<file path="src/rtl/mem_access_unit.sv">
// Data-memory access stage: one load/store in flight, drives the synchronous data SRAM
// and returns an extended, register-ready result (or an alignment fault) to write-back.
module mem_access_unit (
  input  logic        clk,
  input  logic        reset,
  input  logic        req_valid,
  output logic        req_ready,
  input  logic [3:0]  req_op,
  input  logic [31:0] req_addr,
  input  logic [31:0] req_wdata,
  input  logic [4:0]  req_dest,
  output logic        resp_valid,
  input  logic        resp_ready,
  output logic [31:0] resp_data,
  output logic [4:0]  resp_dest,
  output logic        resp_is_load,
  output logic        resp_ale,
  output logic        data_sram_en,
  output logic [3:0]  data_sram_we,
  output logic [31:0] data_sram_addr,
  output logic [31:0] data_sram_wdata,
  input  logic [31:0] data_sram_rdata
);

  localparam int unsigned DATA_W = 32;
  localparam int unsigned BE_W   = 4;
  localparam int unsigned REG_W  = 5;
  localparam int unsigned OP_W   = 4;

  typedef enum logic [1:0] {S_IDLE, S_ACCESS, S_WAIT, S_RESP} state_t;

  state_t              r_state;
  logic [OP_W-1:0]     r_op;
  logic [DATA_W-1:0]   r_addr;
  logic [DATA_W-1:0]   r_wdata;
  logic [BE_W-1:0]     r_we;
  logic [DATA_W-1:0]   r_resp_data;
  logic [REG_W-1:0]    r_resp_dest;
  logic                r_resp_is_load;
  logic                r_resp_ale;

  logic                w_misaligned;
  logic [BE_W-1:0]     w_we;
  logic [DATA_W-1:0]   w_wdata;
  logic [7:0]          w_byte;
  logic [15:0]         w_half;
  logic [DATA_W-1:0]   w_load_data;
  logic                w_access;

  // Request decode: alignment, byte enables and lane-replicated store data.
  always_comb begin
    w_misaligned = 1'b0;
    w_we         = '0;
    w_wdata      = '0;
    case (req_op[1:0])
      2'b00: begin
        w_we    = 4'b0001 << req_addr[1:0];
        w_wdata = {4{req_wdata[7:0]}};
      end
      2'b01: begin
        w_misaligned = req_addr[0];
        w_we         = 4'b0011 << req_addr[1:0];
        w_wdata      = {2{req_wdata[15:0]}};
      end
      default: begin
        w_misaligned = |req_addr[1:0];
        w_we         = 4'b1111;
        w_wdata      = req_wdata;
      end
    endcase
    if (!req_op[3]) begin
      w_we    = '0;
      w_wdata = '0;
    end
  end

  // Load lane extraction and sign/zero extension of the returned SRAM word.
  always_comb begin
    w_byte = data_sram_rdata[7:0];
    case (r_addr[1:0])
      2'b01:   w_byte = data_sram_rdata[15:8];
      2'b10:   w_byte = data_sram_rdata[23:16];
      2'b11:   w_byte = data_sram_rdata[31:24];
      default: w_byte = data_sram_rdata[7:0];
    endcase
    w_half = r_addr[1] ? data_sram_rdata[31:16] : data_sram_rdata[15:0];
    case (r_op[1:0])
      2'b00:   w_load_data = r_op[2] ? {24'b0, w_byte} : {{24{w_byte[7]}}, w_byte};
      2'b01:   w_load_data = r_op[2] ? {16'b0, w_half} : {{16{w_half[15]}}, w_half};
      default: w_load_data = data_sram_rdata;
    endcase
  end

  always_ff @(posedge clk) begin
    if (reset) begin
      r_state        <= S_IDLE;
      r_op           <= '0;
      r_addr         <= '0;
      r_wdata        <= '0;
      r_we           <= '0;
      r_resp_data    <= '0;
      r_resp_dest    <= '0;
      r_resp_is_load <= 1'b0;
      r_resp_ale     <= 1'b0;
    end else begin
      case (r_state)
        S_IDLE: begin
          if (req_valid) begin
            r_op           <= req_op;
            r_addr         <= req_addr;
            r_we           <= w_misaligned ? '0 : w_we;
            r_wdata        <= w_misaligned ? '0 : w_wdata;
            r_resp_data    <= '0;
            r_resp_dest    <= req_dest;
            r_resp_is_load <= ~req_op[3];
            r_resp_ale     <= w_misaligned;
            r_state        <= w_misaligned ? S_RESP : S_ACCESS;
          end
        end
        S_ACCESS: r_state <= r_op[3] ? S_RESP : S_WAIT;
        S_WAIT: begin
          r_resp_data <= w_load_data;
          r_state     <= S_RESP;
        end
        S_RESP: begin
          if (resp_ready) r_state <= S_IDLE;
        end
        default: r_state <= S_IDLE;
      endcase
    end
  end

  // SRAM strobes exist only in ACCESS and are suppressed while reset is asserted.
  assign w_access        = (r_state == S_ACCESS) & ~reset;
  assign req_ready       = (r_state == S_IDLE) & ~reset;
  assign resp_valid      = (r_state == S_RESP);
  assign resp_data       = r_resp_data;
  assign resp_dest       = r_resp_dest;
  assign resp_is_load    = r_resp_is_load;
  assign resp_ale        = r_resp_ale;
  assign data_sram_en    = w_access;
  assign data_sram_we    = w_access ? r_we : '0;
  assign data_sram_wdata = w_access ? r_wdata : '0;
  assign data_sram_addr  = {r_addr[31:2], 2'b00};

endmodule
</file>
<file path="config.mk">
export PLATFORM = sky130hd
export DESIGN_NAME = mem_access_unit
export DESIGN_NICKNAME = d
export VERILOG_FILES = /design/src/rtl/mem_access_unit.sv
export SDC_FILE = /design/constraint.sdc
export NUM_CORES = 1
export LEC_CHECK = 0
export ABC_AREA = 1
export BUFFER_PORTS_ARGS = -buffer_cell sky130_fd_sc_hd__buf_2
export CAP_MARGIN = 5
export CORE_AREA = 2 2 135 137
export DETAILED_ROUTE_END_ITERATION = 10
export DIE_AREA = 0 0 137 139
export REMOVE_ABC_BUFFERS = 1
export SYNTH_ARGS = -nofsm -noshare
export SYNTH_HDL_FRONTEND = slang
export SYNTH_SLANG_ARGS = --single-unit
</file>
<file path="constraint.sdc">
create_clock -name clk -period 2.7 [get_ports clk]
set_input_delay 0.54 -clock clk [delete_from_list [all_inputs] [get_ports clk]]
set_output_delay 0.54 -clock clk [all_outputs]
set_load 0.02 [all_outputs]
</file>
After elaboration in Yosys (flattened, before gate mapping)
Index checks and enable logic that the tools add are counted.

word-level totals
  input bits = 109
  word-level logic and storage cells = 54
  flip-flop bits (word level) = 113

operators by class
  shift operators = 2
  bitwise logic cells = 4
  multiplexer cells = 21
  reduce and logical (&&, ||, !) cells = 8
  equality and inequality tests = 10

operators by type and width
  kind                                                    count
  two-way mux 32 bit                                      6
  one-hot mux 32 bit (2 select lines)                     3
  one-hot mux 8 bit (3 select lines)                      1
  two-way mux 16 bit                                      1
  two-way mux 4 bit                                       3
  equality test 2 x 1 -> 1 bit (second input constant)    4
  equality test 2 bit (second input constant)             4
  one-hot mux 2 bit (4 select lines)                      1
  one-hot mux 4 bit (2 select lines)                      1
  logical NOT 2 bit                                       3
  two-way mux 2 bit                                       3
  AND reduction 2 bit                                     3
  << shifter 1 x 2 -> 4 bit (first input constant)        1
  << shifter 2 x 2 -> 4 bit (first input constant)        1
  bitwise AND 1 bit                                       2
  inequality test 2 x 1 -> 1 bit (second input constant)  1
  inequality test 2 bit (second input constant)           1
  inverter 1 bit                                          2
  one-hot mux 1 bit (2 select lines)                      1
  nonzero test 2 bit                                      1
  OR reduction 2 bit                                      1
  two-way mux 1 bit                                       1

Logic depth before layout (Yosys ltp)
  word-level depth = 5
  mapped depth = 11
  gate-level depth less buffers = 10

Worst setup path before layout
OpenSTA, ideal clock, no wires.

  path kind = input port to output port
  start = in reset
  end = out data_sram_wdata[22]
  cell stages on the path = 4
  setup slack = 0.859 ns
  arrival time = 1.301 ns
  cell sequence = inv_1 -> nand2_1 -> clkbuf_1 -> nor2_1

between the ends
  longest elaborated chain between the ends = 3

ends and longest elaborated chain
  what                line  text
  from (decl)         5     input logic reset,
  inverter 1 bit      134   assign w_access = (r_state == S_ACCESS) & ~reset;
  bitwise AND 1 bit   134
  two-way mux 32 bit  143   assign data_sram_wdata = w_access ? r_wdata : '0;
  to (decl)           21    output logic [31:0] data_sram_wdata,

No other way between the ends.

Worst setup path in the final report
  start = reg r_state[1]
  end = out data_sram_wdata[24]

between the ends
  longest elaborated chain between the ends = 3

ends and longest elaborated chain
  what                          line  text
  from (decl)                   32    state_t r_state;
  from (signal assigned)        117   r_state <= w_misaligned ? S_RESP : S_ACCESS;
  from (signal assigned)        120   S_ACCESS: r_state <= r_op[3] ? S_RESP : S_WAIT;
  equality test 2 x 1 -> 1 bit  134
  bitwise AND 1 bit             134
  two-way mux 32 bit            143

No other way between the ends.

==> reports/results.txt <==
Internal reg-to-reg setup slack - 0.55 ns
CP startpoint kind - register
Antenna-violating nets left - 0
GPL Wtd Cong - 0.841
Finished Layout Cells - 1234
Hold-fix buffers, CTS - 0
RSZ-0062 raised after global routing - false
Final HPWL from detailed placement - 11800 um
Switching share of total power - 0.397
Final setup violation count - 0
Clock Tree Buf Depth - 2
CTS Buf Count - 17
Clk_lat worst skew - 0.42 ns
Slew HR - 0.465
Die Area - 19000 um2
EDFF count, synth - 0
Num rows - 49
Register share of total power - 0.318
Initial antenna violation count - 0
Setup bufs post-CTS - 0
Clk network pwr share - 0.302
Worst endpoint required time - 2.16 ns
CTS-repair resized insts - 0
Post-Syn Area - 5700 um2
CP endpoint - data_sram_wdata[24]
Post-layout util - 0.407
Final worst slack - 0.372 ns
Final Critical Period - 2.33 ns
Post-Place Setup Slack - 0.542 ns
Port bufs - 216
Share of cells above drive strength 1 - 0.299
Die width - 137 um
CTS root buf - clkbuf_16
Ranking of synthesized cells by area - dfxtp_1, nor2_1, nand2_1, o21ai_0, a21oi_1
Core Area - 17700 um2
Vert. Die Dim - 139 um
Netlist cell types - 37
Final Hold Viols - 0
# IOs - 219
TritonRoute pass-1 iters - 5
Post-synthesis area per instance - 6.87 um2
Comb pwr share - 0.380
Hold Path Class - in -> reg
R2R cell count - 10
Fin nets - 1107
Tcrit/Tclk final - 0.862
Initial Util - 0.323
Top cells by count, synth - nor2_1, nand2_1, dfxtp_1
CP Class - reg -> out
Cell area power density - 977 nW/um2
Reg2reg start - r_state[0]
Per-cell routed wire length - 13.8 um
Run status - completed
Top cell type's share of synthesized area - 0.397
Final slew viol count - 0
Placed insts - 1204
Clk pin slew, worst setup/hold paths - 0.05 ns
Vias in the first global route - 5373
CTS tree - built
Syn. warnings - 0
Synth Register Bits - 113
Cells after Synth - 830
CTS H-Tree Depth - 4
Top-count cell post-synth - nor2_1
Critical-path maximum fanout - 37
Vias - 5751
CTS sink count - 113
Vias per cell - 4.66
Pwr Total - 7.03 mW
Largest net degree at the start of global routing - 66
Global-route wire length before repair - 26900 um
Pleak - 3.32 nW
Tightest Pin Transition - 0.802 ns
Critical path startpoint - r_state[1]
Share of flip-flops with an asynchronous set or reset after synthesis - 0
Synth-to-Final Area Change - 26.2%
Initial detailed-routing violation count - 331
Register area share after synthesis - 0.397
Clock skew - 0.00833 ns
Global Route Usage Sum - 0.179
Ant diodes - 0
Grt total ovfl - 0
Max Freq - 429 MHz
Synth Flop Type - dfxtp_1
Area leader, netlist - dfxtp_1
Fin Hold WS - 0.367 ns
DR DRC count - 0
Sw power - 2.79 mW
Worst vdd rail ir drop - 454 uV
Arr. time, crit path - 1.79 ns
R2R Path End - r_wdata[25]
Internal - 4.24 mW
Drt total wl - 17100 um
Max cap viols - 0
CP endpoint kind - output pin
per-stage QoR:
stage / setup TNS, ns / instance area [um2]
global route: 0 / 7190
finish: 0 / 7190
CTS: 0 / 7190
global placement: 0 / 6630
floorplan: -28.36 / 5180
detailed placement: 0 / 6630
kinds of logic after synthesis:
logic type | after synthesis | synth area share
buffers and inverters | 156 | 0.141
flip-flops | 113 | 0.397
adder cells (fa/ha/maj) | 4 | 0.00878
other | 1 | 0.000658
AND/OR/NAND/NOR | 352 | 0.255
AO/OA/AOI/OAI | 204 | 0.197
layout make-up:
type | instances | area [um2]
well taps | 229 | 287
fillers | 1933 | 10500
multi-input cells | 562 | 2640
clock buffers | 25 | 505
flip-flops and latches | 113 | 2260
repair buffers | 227 | 1160
clock inverters | 5 | 52.6
inverters | 73 | 282
power groups by stage:
| stage | combinational [mW] | clock [mW] | sequential [mW] |
|---|---|---|---|
| 4_1_cts | 2.70 | 2.19 | 2.24 |
| 2_1_floorplan | 1.40 | 0 | 2.61 |
| 6_report | 2.67 | 2.12 | 2.23 |
| 3_5_place_dp | 2.69 | 0 | 2.27 |
| 3_3_place_gp | 2.67 | 0 | 2.26 |
| 5_1_grt | 2.99 | 2.26 | 2.28 |
metal layers:
layer | vias to the layer above | global-route usage | share of wire
met5 | - | 0 | 0
met3 | 31 | 0.0497 | 0.069
met1 | 2583 | 0.222 | 0.45
met2 | 201 | 0.283 | 0.46
li1 | 2936 | - | -
met4 | 0 | 0.0906 | 0.026
worst max-delay path, stage by stage (launching register included):
cell,delay [ns]
dfxtp_1,0.38
inv_1,0.09
ha_1,0.21
nand2_1,0.07
buf_4,0.34
nor2_1,0.09
buf_2,0.17
registers in the layout (all words and copies together) (netlist names):
name / cells
resp_dest: 5
r_wdata: 32
resp_ale: 1
r_state: 2
r_we: 4
r_op: 4
resp_data: 32
resp_is_load: 1
r_addr: 32
cells in the final DEF, fill, tap and decap left out, drive strengths merged, types with 16 or more instances in the layout:
master,instances
dfxtp,113
a21oi,91
nand3,16
o21ai,92
inv,72
buf,227
nor2,191
clkbuf,25
nand2,139
worst min-delay path by stage:
stage / start / to / slack [ns] / depth (start not counted)
floorplan: r_wdata[0] / r_wdata[0] / 0.44 / 2
global placement: r_wdata[26] / r_wdata[26] / 0.45 / 2
detailed placement: resp_data[19] / resp_data[19] / 0.45 / 2
CTS: req_dest[3] / resp_dest[3] / 0.34 / 3
global route: req_dest[3] / resp_dest[3] / 0.37 / 3
finish: req_dest[3] / resp_dest[3] / 0.37 / 3
Power figures use the tool's default switching activity.
